`config.mk`:
```
export PLATFORM = sky130hd
export DESIGN_NAME = stopwatch_core
export DESIGN_NICKNAME = d
export VERILOG_FILES = /design/src/rtl/stopwatch_pkg.sv /design/src/rtl/stopwatch_core_bcd_digit.sv /design/src/rtl/stopwatch_core.sv
export SDC_FILE = /design/constraint.sdc
export NUM_CORES = 1
export LEC_CHECK = 0
export CORE_MARGIN = 3
export CORE_UTILIZATION = 59
export CTS_BUF_LIST = sky130_fd_sc_hd__clkbuf_8
export DETAILED_ROUTE_END_ITERATION = 10
export PLACE_DENSITY = 0.83
export RECOVER_POWER = 50
export SETUP_SLACK_MARGIN = 0.2
export SYNTH_ARGS = -nofsm -noshare
export SYNTH_HDL_FRONTEND = slang
export SYNTH_SLANG_ARGS = --single-unit
```
`constraint.sdc`:
```
create_clock -name I_CLK -period 2.25 [get_ports I_CLK]
set_input_delay 0.45 -clock I_CLK [delete_from_list [all_inputs] [get_ports I_CLK]]
set_output_delay 0.45 -clock I_CLK [all_outputs]
set_load 0.02 [all_outputs]
```
`src/rtl/stopwatch_pkg.sv`:
```
// Shared definitions for the stopwatch core: FSM encoding, BCD digit
// limits and the single-digit increment helper.
package stopwatch_pkg;

  typedef enum logic [1:0] {
    ST_ZERO = 2'd0,
    ST_RUN  = 2'd1,
    ST_STOP = 2'd2
  } sw_state_e;

  localparam logic [3:0] BCD_MAX9 = 4'd9;
  localparam logic [3:0] BCD_MAX5 = 4'd5;

  // Next value of a BCD digit that counts 0..max and wraps to zero.
  // Anything at or above max (including illegal codes) goes to zero,
  // so a corrupted digit scrubs itself on its next increment.
  function automatic logic [3:0] bcd_next(input logic [3:0] dig,
                                          input logic [3:0] max);
    logic [3:0] nxt;
    if (dig >= max) begin
      nxt = 4'd0;
    end else begin
      nxt = dig + 4'd1;
    end
    return nxt;
  endfunction

endpackage

```
`src/rtl/stopwatch_core_bcd_digit.sv`:
```
// One BCD digit of the stopwatch chain: synchronous clear, increment with
// wrap at MAX, and a combinational carry to the next more significant digit.
module bcd_digit
  import stopwatch_pkg::*;
(
  input  logic       I_CLK,
  input  logic       I_RSTN,
  input  logic       I_CLR,
  input  logic       I_INC,
  input  logic [3:0] MAX,
  output logic [3:0] O_DIG,
  output logic       O_CARRY
);

  logic [3:0] dig_q;
  logic [3:0] dig_d;

  // Next digit value: clear wins, then increment, otherwise hold
  // (an out-of-range code is forced back to zero instead of held).
  always_comb begin
    dig_d = dig_q;
    if (I_CLR) begin
      dig_d = 4'd0;
    end else if (I_INC) begin
      dig_d = bcd_next(dig_q, MAX);
    end else if (dig_q > MAX) begin
      dig_d = 4'd0;
    end else begin
      dig_d = dig_q;
    end
  end

  // Digit register with asynchronous reset to zero.
  always_ff @(posedge I_CLK or negedge I_RSTN) begin
    if (!I_RSTN) begin
      dig_q <= 4'd0;
    end else begin
      dig_q <= dig_d;
    end
  end

  assign O_DIG   = dig_q;
  assign O_CARRY = I_INC & (dig_q == MAX);

endmodule

```
`src/rtl/stopwatch_core.sv`:
```
// Stopwatch core: run/stop/clear FSM, 10 ms prescaler and a six-digit
// BCD cascade producing MM:SS.cc, with a one-cycle pulse on full wrap.
module stopwatch_core
  import stopwatch_pkg::*;
#(
  parameter int TICK_DIV = 160000,
  parameter int DIV_W    = 18
) (
  input  logic       I_CLK,
  input  logic       I_RSTN,
  input  logic       I_START_EN,
  input  logic       I_CLR_EN,
  output logic [3:0] O_CS_ONE,
  output logic [3:0] O_CS_TEN,
  output logic [3:0] O_SEC_ONE,
  output logic [3:0] O_SEC_TEN,
  output logic [3:0] O_MIN_ONE,
  output logic [3:0] O_MIN_TEN,
  output logic       O_RUN,
  output logic       O_OVF
);

  localparam logic [DIV_W-1:0] DIV_LAST = DIV_W'(TICK_DIV - 1);
  localparam logic [DIV_W-1:0] DIV_ONE  = {{(DIV_W-1){1'b0}}, 1'b1};

  sw_state_e        state_q;
  logic             run_q;
  logic             ovf_q;
  logic [DIV_W-1:0] div_q;
  logic [DIV_W-1:0] div_d;

  logic             run_en_s;
  logic             tick_s;
  logic             ovf_d;
  logic             cy_cs_one_s;
  logic             cy_cs_ten_s;
  logic             cy_sec_one_s;
  logic             cy_sec_ten_s;
  logic             cy_min_one_s;
  logic             cy_min_ten_s;

  // Clear overrides run; the tick fires on the edge the prescaler wraps.
  assign run_en_s = I_START_EN & ~I_CLR_EN;
  assign tick_s   = run_en_s & (div_q == DIV_LAST);

  // Prescaler next value: cleared with the digits, advanced only while
  // enabled, held otherwise so a resume continues the partial tick.
  always_comb begin
    div_d = div_q;
    if (I_CLR_EN) begin
      div_d = {DIV_W{1'b0}};
    end else if (run_en_s) begin
      if (tick_s) begin
        div_d = {DIV_W{1'b0}};
      end else begin
        div_d = div_q + DIV_ONE;
      end
    end else begin
      div_d = div_q;
    end
  end

  // Overflow pulse: set on the edge the whole chain rolls over to zero.
  always_comb begin
    ovf_d = 1'b0;
    if (tick_s && cy_min_ten_s) begin
      ovf_d = 1'b1;
    end else begin
      ovf_d = 1'b0;
    end
  end

  // Prescaler and overflow registers.
  always_ff @(posedge I_CLK or negedge I_RSTN) begin
    if (!I_RSTN) begin
      div_q <= {DIV_W{1'b0}};
      ovf_q <= 1'b0;
    end else begin
      div_q <= div_d;
      ovf_q <= ovf_d;
    end
  end

  // Run/stop/clear FSM with registered run flag; clear has top priority.
  always_ff @(posedge I_CLK or negedge I_RSTN) begin
    if (!I_RSTN) begin
      state_q <= ST_ZERO;
      run_q   <= 1'b0;
    end else if (I_CLR_EN) begin
      state_q <= ST_ZERO;
      run_q   <= 1'b0;
    end else if (I_START_EN) begin
      state_q <= ST_RUN;
      run_q   <= 1'b1;
    end else begin
      case (state_q)
        ST_ZERO: state_q <= ST_ZERO;
        ST_RUN:  state_q <= ST_STOP;
        ST_STOP: state_q <= ST_STOP;
        default: state_q <= ST_ZERO;
      endcase
      run_q <= 1'b0;
    end
  end

  bcd_digit u_cs_one (
    .I_CLK   (I_CLK),
    .I_RSTN  (I_RSTN),
    .I_CLR   (I_CLR_EN),
    .I_INC   (tick_s),
    .MAX     (BCD_MAX9),
    .O_DIG   (O_CS_ONE),
    .O_CARRY (cy_cs_one_s)
  );

  bcd_digit u_cs_ten (
    .I_CLK   (I_CLK),
    .I_RSTN  (I_RSTN),
    .I_CLR   (I_CLR_EN),
    .I_INC   (cy_cs_one_s),
    .MAX     (BCD_MAX9),
    .O_DIG   (O_CS_TEN),
    .O_CARRY (cy_cs_ten_s)
  );

  bcd_digit u_sec_one (
    .I_CLK   (I_CLK),
    .I_RSTN  (I_RSTN),
    .I_CLR   (I_CLR_EN),
    .I_INC   (cy_cs_ten_s),
    .MAX     (BCD_MAX9),
    .O_DIG   (O_SEC_ONE),
    .O_CARRY (cy_sec_one_s)
  );

  bcd_digit u_sec_ten (
    .I_CLK   (I_CLK),
    .I_RSTN  (I_RSTN),
    .I_CLR   (I_CLR_EN),
    .I_INC   (cy_sec_one_s),
    .MAX     (BCD_MAX5),
    .O_DIG   (O_SEC_TEN),
    .O_CARRY (cy_sec_ten_s)
  );

  bcd_digit u_min_one (
    .I_CLK   (I_CLK),
    .I_RSTN  (I_RSTN),
    .I_CLR   (I_CLR_EN),
    .I_INC   (cy_sec_ten_s),
    .MAX     (BCD_MAX9),
    .O_DIG   (O_MIN_ONE),
    .O_CARRY (cy_min_one_s)
  );

  bcd_digit u_min_ten (
    .I_CLK   (I_CLK),
    .I_RSTN  (I_RSTN),
    .I_CLR   (I_CLR_EN),
    .I_INC   (cy_min_one_s),
    .MAX     (BCD_MAX5),
    .O_DIG   (O_MIN_TEN),
    .O_CARRY (cy_min_ten_s)
  );

  assign O_RUN = run_q;
  assign O_OVF = ovf_q;

endmodule

```
Word-level counts from Yosys, hierarchy flattened
Cells that the tools add are included.
{ "classes": {"n_addsub": 7, "magnitude_cmp": 12, "eq_ne": 7, "muxes": 30, "n_bitwise": 9, "reduce_logical": 8} }
{ "ops": {"columns": ["cell", "n"], "rows": [
  ["2-to-1 mux 4 bit", 24],
  ["2-to-1 mux 18 bit", 3],
  ["adder 4 x 1 -> 4 bit (second input constant)", 6],
  ["adder 18 x 1 -> 18 bit (second input constant)", 1],
  ["equality test 18 bit (second input constant)", 1],
  ["nonzero test 3 bit", 6],
  ["equality test 4 bit (second input constant)", 4],
  [">= comparator 4 bit (second input constant)", 4],
  ["> comparator 4 bit (second input constant)", 4],
  ["AND 1 bit", 8],
  ["equality test 4 x 3 -> 1 bit (second input constant)", 2],
  [">= comparator 4 x 3 -> 1 bit (second input constant)", 2],
  ["> comparator 4 x 3 -> 1 bit (second input constant)", 2],
  ["2-to-1 mux 1 bit", 3],
  ["nonzero test 2 bit", 1],
  ["logical AND 1 bit", 1],
  ["NOT 1 bit", 1]
]} }
{ "word_totals": {"ff_bits": 44, "in_bits": 4, "out_inout_bits": 26, "wordCells": 82} }

Longest topological paths before layout
Gate-level depths: netlist of run 1.
{ "depth": {"ltp_word": 11, "depth_mapped": 7, "depth_no_buf": 7} }

Modules after synthesis
A second synthesis of run 1 with hierarchy kept.
{ "unflattened": {"cells_unflattened": 397, "hier_area_um2": 3572.2} }
{ "modules_own_cells": {"columns": ["mod", "n_inst", "cells_each", "area_each_um2", "seq_area_each_um2"], "rows": [
  ["bcd_digit", 6, 44, 400.4, 100.1],
  ["stopwatch_core", 1, 133, 1169.9, 500.5]
]} }

Worst setup path after synthesis of run 1
No wires, ideal clock.
{ "synth_timing": {"kind": "register -> register", "start": "reg u_cs_one.dig_q[1], in the netlist u_cs_one.O_DIG[1]", "end": "reg u_min_ten.dig_q[0], in the netlist u_min_ten.O_DIG[0]", "setup_ns": 0.125, "arrival_ns": 1.869, "t_required_ns": 2.125, "path_slack_ns": 0.256, "path_stages_with_launch": 8, "path_buffers": 0, "period_less_slack_ns": 1.994, "cell_sequence": "dfrtp_1 -> inv_1 -> ha_1 -> nand3b_1 -> nor2_1 -> nand3_2 -> o31a_1 -> mux2_2"} }
{ "synth_via": {"elab_chain_cells": 8, "elab_cells_between_ends": 9, "classes_between": "1 x eq/ne; 2 x mux; 5 x bitwise; 1 x reduce/logical"} }
{ "synth_rtl": {"columns": ["item", "line", "text"], "rows": [
  ["start: declaration", "stopwatch_core_bcd_digit.sv:15", "logic [3:0] dig_q;"],
  ["start signal: assignment", "stopwatch_core_bcd_digit.sv:38", "dig_q <= dig_d;"],
  ["equality test 4 bit *", "stopwatch_core_bcd_digit.sv:43", "assign O_CARRY = I_INC & (dig_q == MAX);"],
  ["AND 1 bit * (5 in series)", "stopwatch_core_bcd_digit.sv:43", null],
  ["2-to-1 mux 4 bit", "stopwatch_core_bcd_digit.sv:24", "end else if (I_INC) begin"],
  ["2-to-1 mux 4 bit", "stopwatch_core_bcd_digit.sv:22", "if (I_CLR) begin"],
  ["end signal: assignment", "stopwatch_core_bcd_digit.sv:38", null],
  ["end: declaration", "stopwatch_core_bcd_digit.sv:15", null]
]} }
Every way passes the cells marked *; elsewhere a longest branch is shown, timed or not.
A chain may end at the register's enable or synchronous reset.

Final worst setup path of run 1
{ "layout_timing": {"start": "in I_START_EN", "end": "reg div_q[9]"} }
{ "layout_via": {"elab_chain_cells": 5, "elab_cells_between_ends": 6, "classes_between": "3 x mux; 2 x bitwise; 1 x reduce/logical"} }
{ "layout_rtl": {"columns": ["item", "line", "text"], "rows": [
  ["start: declaration", "stopwatch_core.sv:11", "input logic I_START_EN,"],
  ["AND 1 bit *", "stopwatch_core.sv:43", "assign run_en_s = I_START_EN & ~I_CLR_EN;"],
  ["AND 1 bit", "stopwatch_core.sv:44", "assign tick_s = run_en_s & (div_q == DIV_LAST);"],
  ["2-to-1 mux 18 bit", "stopwatch_core.sv:53", "if (tick_s) begin"],
  ["2-to-1 mux 18 bit", "stopwatch_core.sv:52", "end else if (run_en_s) begin"],
  ["2-to-1 mux 18 bit", "stopwatch_core.sv:50", "if (I_CLR_EN) begin"],
  ["end signal: assignment", "stopwatch_core.sv:76", "div_q <= {DIV_W{1'b0}};"],
  ["end signal: assignment", "stopwatch_core.sv:79", "div_q <= div_d;"],
  ["end: declaration", "stopwatch_core.sv:29", "logic [DIV_W-1:0] div_q;"]
]} }
Every way passes the cells marked *; elsewhere a longest branch is shown, timed or not. The select of a mux whose other input is x is not followed.

==> results of run 1 <==
-- stage by stage --
| step | power, uW | util (%) | std cells |
|---|---|---|---|
| final | 1370 | 76.9 | 414 |
| after detailed placement | 895 | 73.9 | 400 |
| after CTS | 1380 | 75.9 | 408 |
| after global placement | 893 | 73.9 | 400 |
| after floorplan | 847 | - | 303 |
| after global routing | 1410 | 76.9 | 414 |
-- worst reg2reg max path, cell delays in order (launching register included) --
cell and delay, ns:
sky130_fd_sc_hd__dfrtp_1 0.48, sky130_fd_sc_hd__ha_1 0.24, sky130_fd_sc_hd__nand3b_1 0.15, sky130_fd_sc_hd__or3_1 0.41, sky130_fd_sc_hd__o31a_1 0.33, sky130_fd_sc_hd__mux2_2 0.26
-- cells by family (layout without fill, tap and decap cells) --
family | count (synthesis) | in the layout | synth area share, %
adder cells (fa/ha/maj) | 19 | 19 | 8.47
flip-flops | 44 | 44 | 39.3
XOR/XNOR | 14 | 14 | 4.37
multiplexers | 4 | 4 | 1.52
AO/OA/AOI/OAI | 60 | 60 | 14.5
AND/OR/NAND/NOR | 133 | 133 | 27.8
buffers and inverters | 29 | 88 | 4.10
-- worst min path at each step --
| stage | startpoint | to | slack [ns] |
|---|---|---|---|
| 6_report | I_RSTN | div_q[17] | 0.32 |
| 5_1_grt | I_RSTN | O_OVF | 0.43 |
| 4_1_cts | I_RSTN | u_min_ten.O_DIG[0] | 0.12 |
| 3_5_place_dp | I_RSTN | div_q[16] | 0.45 |
| 3_3_place_gp | I_RSTN | div_q[16] | 0.45 |
| 2_1_floorplan | I_RSTN | O_OVF | 0.15 |
-- registers in the layout (all words and copies together) (netlist names) --
signal	count
u_cs_ten.O_DIG	4
u_cs_one.O_DIG	4
O_RUN	1
div_q	18
u_min_one.O_DIG	4
u_sec_one.O_DIG	4
O_OVF	1
u_min_ten.O_DIG	4
u_sec_ten.O_DIG	4
-- timing repair --
| action | 4_1_cts | 5_1_grt |
|---|---|---|
| buffers inserted | 1 | 6 |
| hold buffers | 0 | 0 |
| pin swaps | 0 | 8 |
| endpoints found under the setup margin | 19 | 24 |
| gates resized for setup | 2 | 5 |
-- final cells by class --
| type | instances | area [sq um] | share of cell area, % |
|---|---|---|---|
| clock buffers | 5 | 68.8 | 2.00 |
| clock inverters | 2 | 12.5 | 0.364 |
| inverters | 23 | 86.3 | 2.51 |
| multi-input cells | 230 | 1610 | 46.9 |
| flip-flops and latches | 44 | 1100 | 32.0 |
| well taps | 52 | 65.1 | 1.89 |
| repair buffers | 58 | 492 | 14.3 |
-- power by group --
part / switching [uW] / internal (uW) / leakage [uW]
Sequential: 4.05 / 794 / 0.000612
Clock: 282 / 211 / 0.0000400
Combinational: 49.8 / 25.6 / 0.000895
-- synthesized netlist by cell type (all sizes together) (7+ instances only) --
master,instances,area share (%)
ha,19,8.5
nand2,23,3.1
inv,23,3.1
nor3,10,2.0
nand2b,7,1.6
nand3,20,3.7
nor2,24,3.3
xor2,8,2.5
dfrtp,44,39
nand4,9,2.2
o21ai,12,2.1
a21oi,14,2.6
-- routing by layer --
metal  up-vias  track usage (%)  part of all wire [%]
li1       1198                -                     -
met1      1197             34.5                    43
met2       105             40.3                    48
met3        13             4.67                   6.7
met4         0             7.51                   1.8
met5         -                0                     0
==> key figures, run 1 <==
Synthesis
  – Number of enable-type register cells in the synthesized netlist: 0
  – Avg Inst Size Synth: 9.26 sq um
  – Seq cells post-synth: 44
  – Primary FF master, synth: sky130_fd_sc_hd__dfrtp_1
  – Number of warnings issued by yosys: 0
  – Post-synth net total: 326
  – Number of library cell types mapped by synthesis: 64
  – Cells after Synth: 303
  – Post-synth design cell area: 0.00281 sq mm
  – Sequential-to-total area share from yosys stat: 39.3%
  – Proportion of synthesized flip-flops having asynchronous set or reset: 100%

Detailed routing
  – Routed WL per cell: 15.8 um
  – Total wirelength of the detailed-routed design: 6.56 mm
  – Vias: 2513
  – DRC: 0
  – First-pass iteration count of the detailed router: 4
  – Vias per cell: 6.07
  – Antenna-violating nets left: 0
  – Violation count after the first detailed-routing iteration: 313

Critical path
  – Data required time of the critical path: 2.47 ns
  – Launching point of the worst reg2reg path: u_sec_one.O_DIG[0]
  – Logic depth of the worst register-to-register path: 5
  – CP peak stage delay: 0.60 ns
  – Critical path capture point: div_q[9]
  – CP delay by family, top: simple AND/OR/NAND/NOR gates
  – Startpoint Class: input port
  – Slowest stage cell, crit path: sky130_fd_sc_hd__or4b_2
  – Crit path max fanout: 3
  – Startpoint-to-endpoint class of the critical path: in2reg
  – Crit-path cells: dlygate4sd3_1 > clkbuf_1 > o211ai_1 > nor2_1 > nand2_1 > or4b_2 > o21ai_0
  – Arrival time worst endpoint: 2.22 ns
  – Worst reg2reg endpoint: u_min_ten.O_DIG[0]
  – Minimum setup slack among reg-to-reg paths: 0.27 ns
  – Endpoint class of the critical path: register
  – Worst path buffer plus inverter count: 2
  – Stages on the worst setup path: 7
  – Timing startpoint of the critical path: I_START_EN

Floorplan
  – Die H: 75.0 um
  – Initial core utilization: 62.7%
  – Count of boundary I/O pins: 30
  – Horizontal die dimension: 75.0 um
  – Core footprint: 0.00447 sq mm
  – Floorplan die area: 0.00562 sq mm
  – Number of standard-cell rows in the floorplan: 24

Power and ir drop
  – Worst IR Drop VDD: 0.000388 V
  – Leak Pwr: 0.00155 uW
  – Power per standard cell area: 397 mW/mm^2

Status
  – Status: finished clean

Final layout
  – Most frequent cells in the layout: 44 x sky130_fd_sc_hd__dfrtp_1, 26 x sky130_fd_sc_hd__buf_4, 23 x sky130_fd_sc_hd__inv_1, 23 x sky130_fd_sc_hd__nand2_1, 23 x sky130_fd_sc_hd__clkdlybuf4s50_1
  – Most frequent standard cell in the layout excluding fill and tap cells: sky130_fd_sc_hd__dfrtp_1
  – Proportion of layout cells with a drive suffix above 1: 16.3%
  – Total inserted antenna cells: 0
  – Area delta synth->final: 22.6%
  – Net count, final: 385
  – Fill count: 316
  – Area of all placed cells without fillers: 0.00344 sq mm

Clock network
  – H-tree Lvls: 2
  – Number of clock sinks: 44
  – Clock buffers created by TritonCTS: 5
  – Clock insertion delay at the later pin of the skew report: 0.30 ns
  – Clock-pin slew reported for the worst setup and hold paths after clock tree synthesis: 0.09 ns
  – Root buffer cell: sky130_fd_sc_hd__clkbuf_8
  – Clock tree from TritonCTS: yes
  – Largest buffer count on any clock path: 2

GRT
  – Largest net degree at the start of global routing: 26
  – Via count of the first global-routing pass: 2317
  – Wire length of the first global-routing pass: 10.8 mm
  – Antenna violations before repair: 0
  – Total congestion overflow after global routing: 0
  – Global routing usage summed across all routing layers: 25.1%

Timing
  – Largest clock skew in the final design: 0.00467 ns
  – Slack of the critical path: 0.247 ns
  – Final Hold Slack: 0.324 ns
  – RSZ-0062 raised after global routing: true
  – Least-Margin Pin Slew: 1.09 ns
  – Final critical path time including I/O delays and setup: 2.00 ns
  – Number of max-slew violations in the final report: 0
  – Tightest slew margin relative to the limit: 27.0%
  – Number of hold violations in the final report: 0
  – Total of endpoints with negative setup slack in the final report: 0
  – Final setup TNS: 0 ns
  – Highest achievable clock rate: 499 MHz
  – Share of the clock period used by the worst path after layout: 89.0%

Placement
  – Port Buffers: 29
  – Setup slack at placement: 0.0204 ns
  – Placed cell area: 0.00330 sq mm
  – Half-perimeter wire length of the detailed placement result: 4.75 mm
  – GP Congestion: 0.922

Worst hold path
  – Worst hold-check path type: in2async

Job
  – Maximum capacitance violations: 0
Note: power is estimated with default switching activity, not from simulation.
==> run 2, diff against run 1 <==
- GPL_ROUTABILITY_DRIVEN: not set -> 0
==> results of run 2 <==
The final DEF is identical to that of run 1; final timing and power are the same.
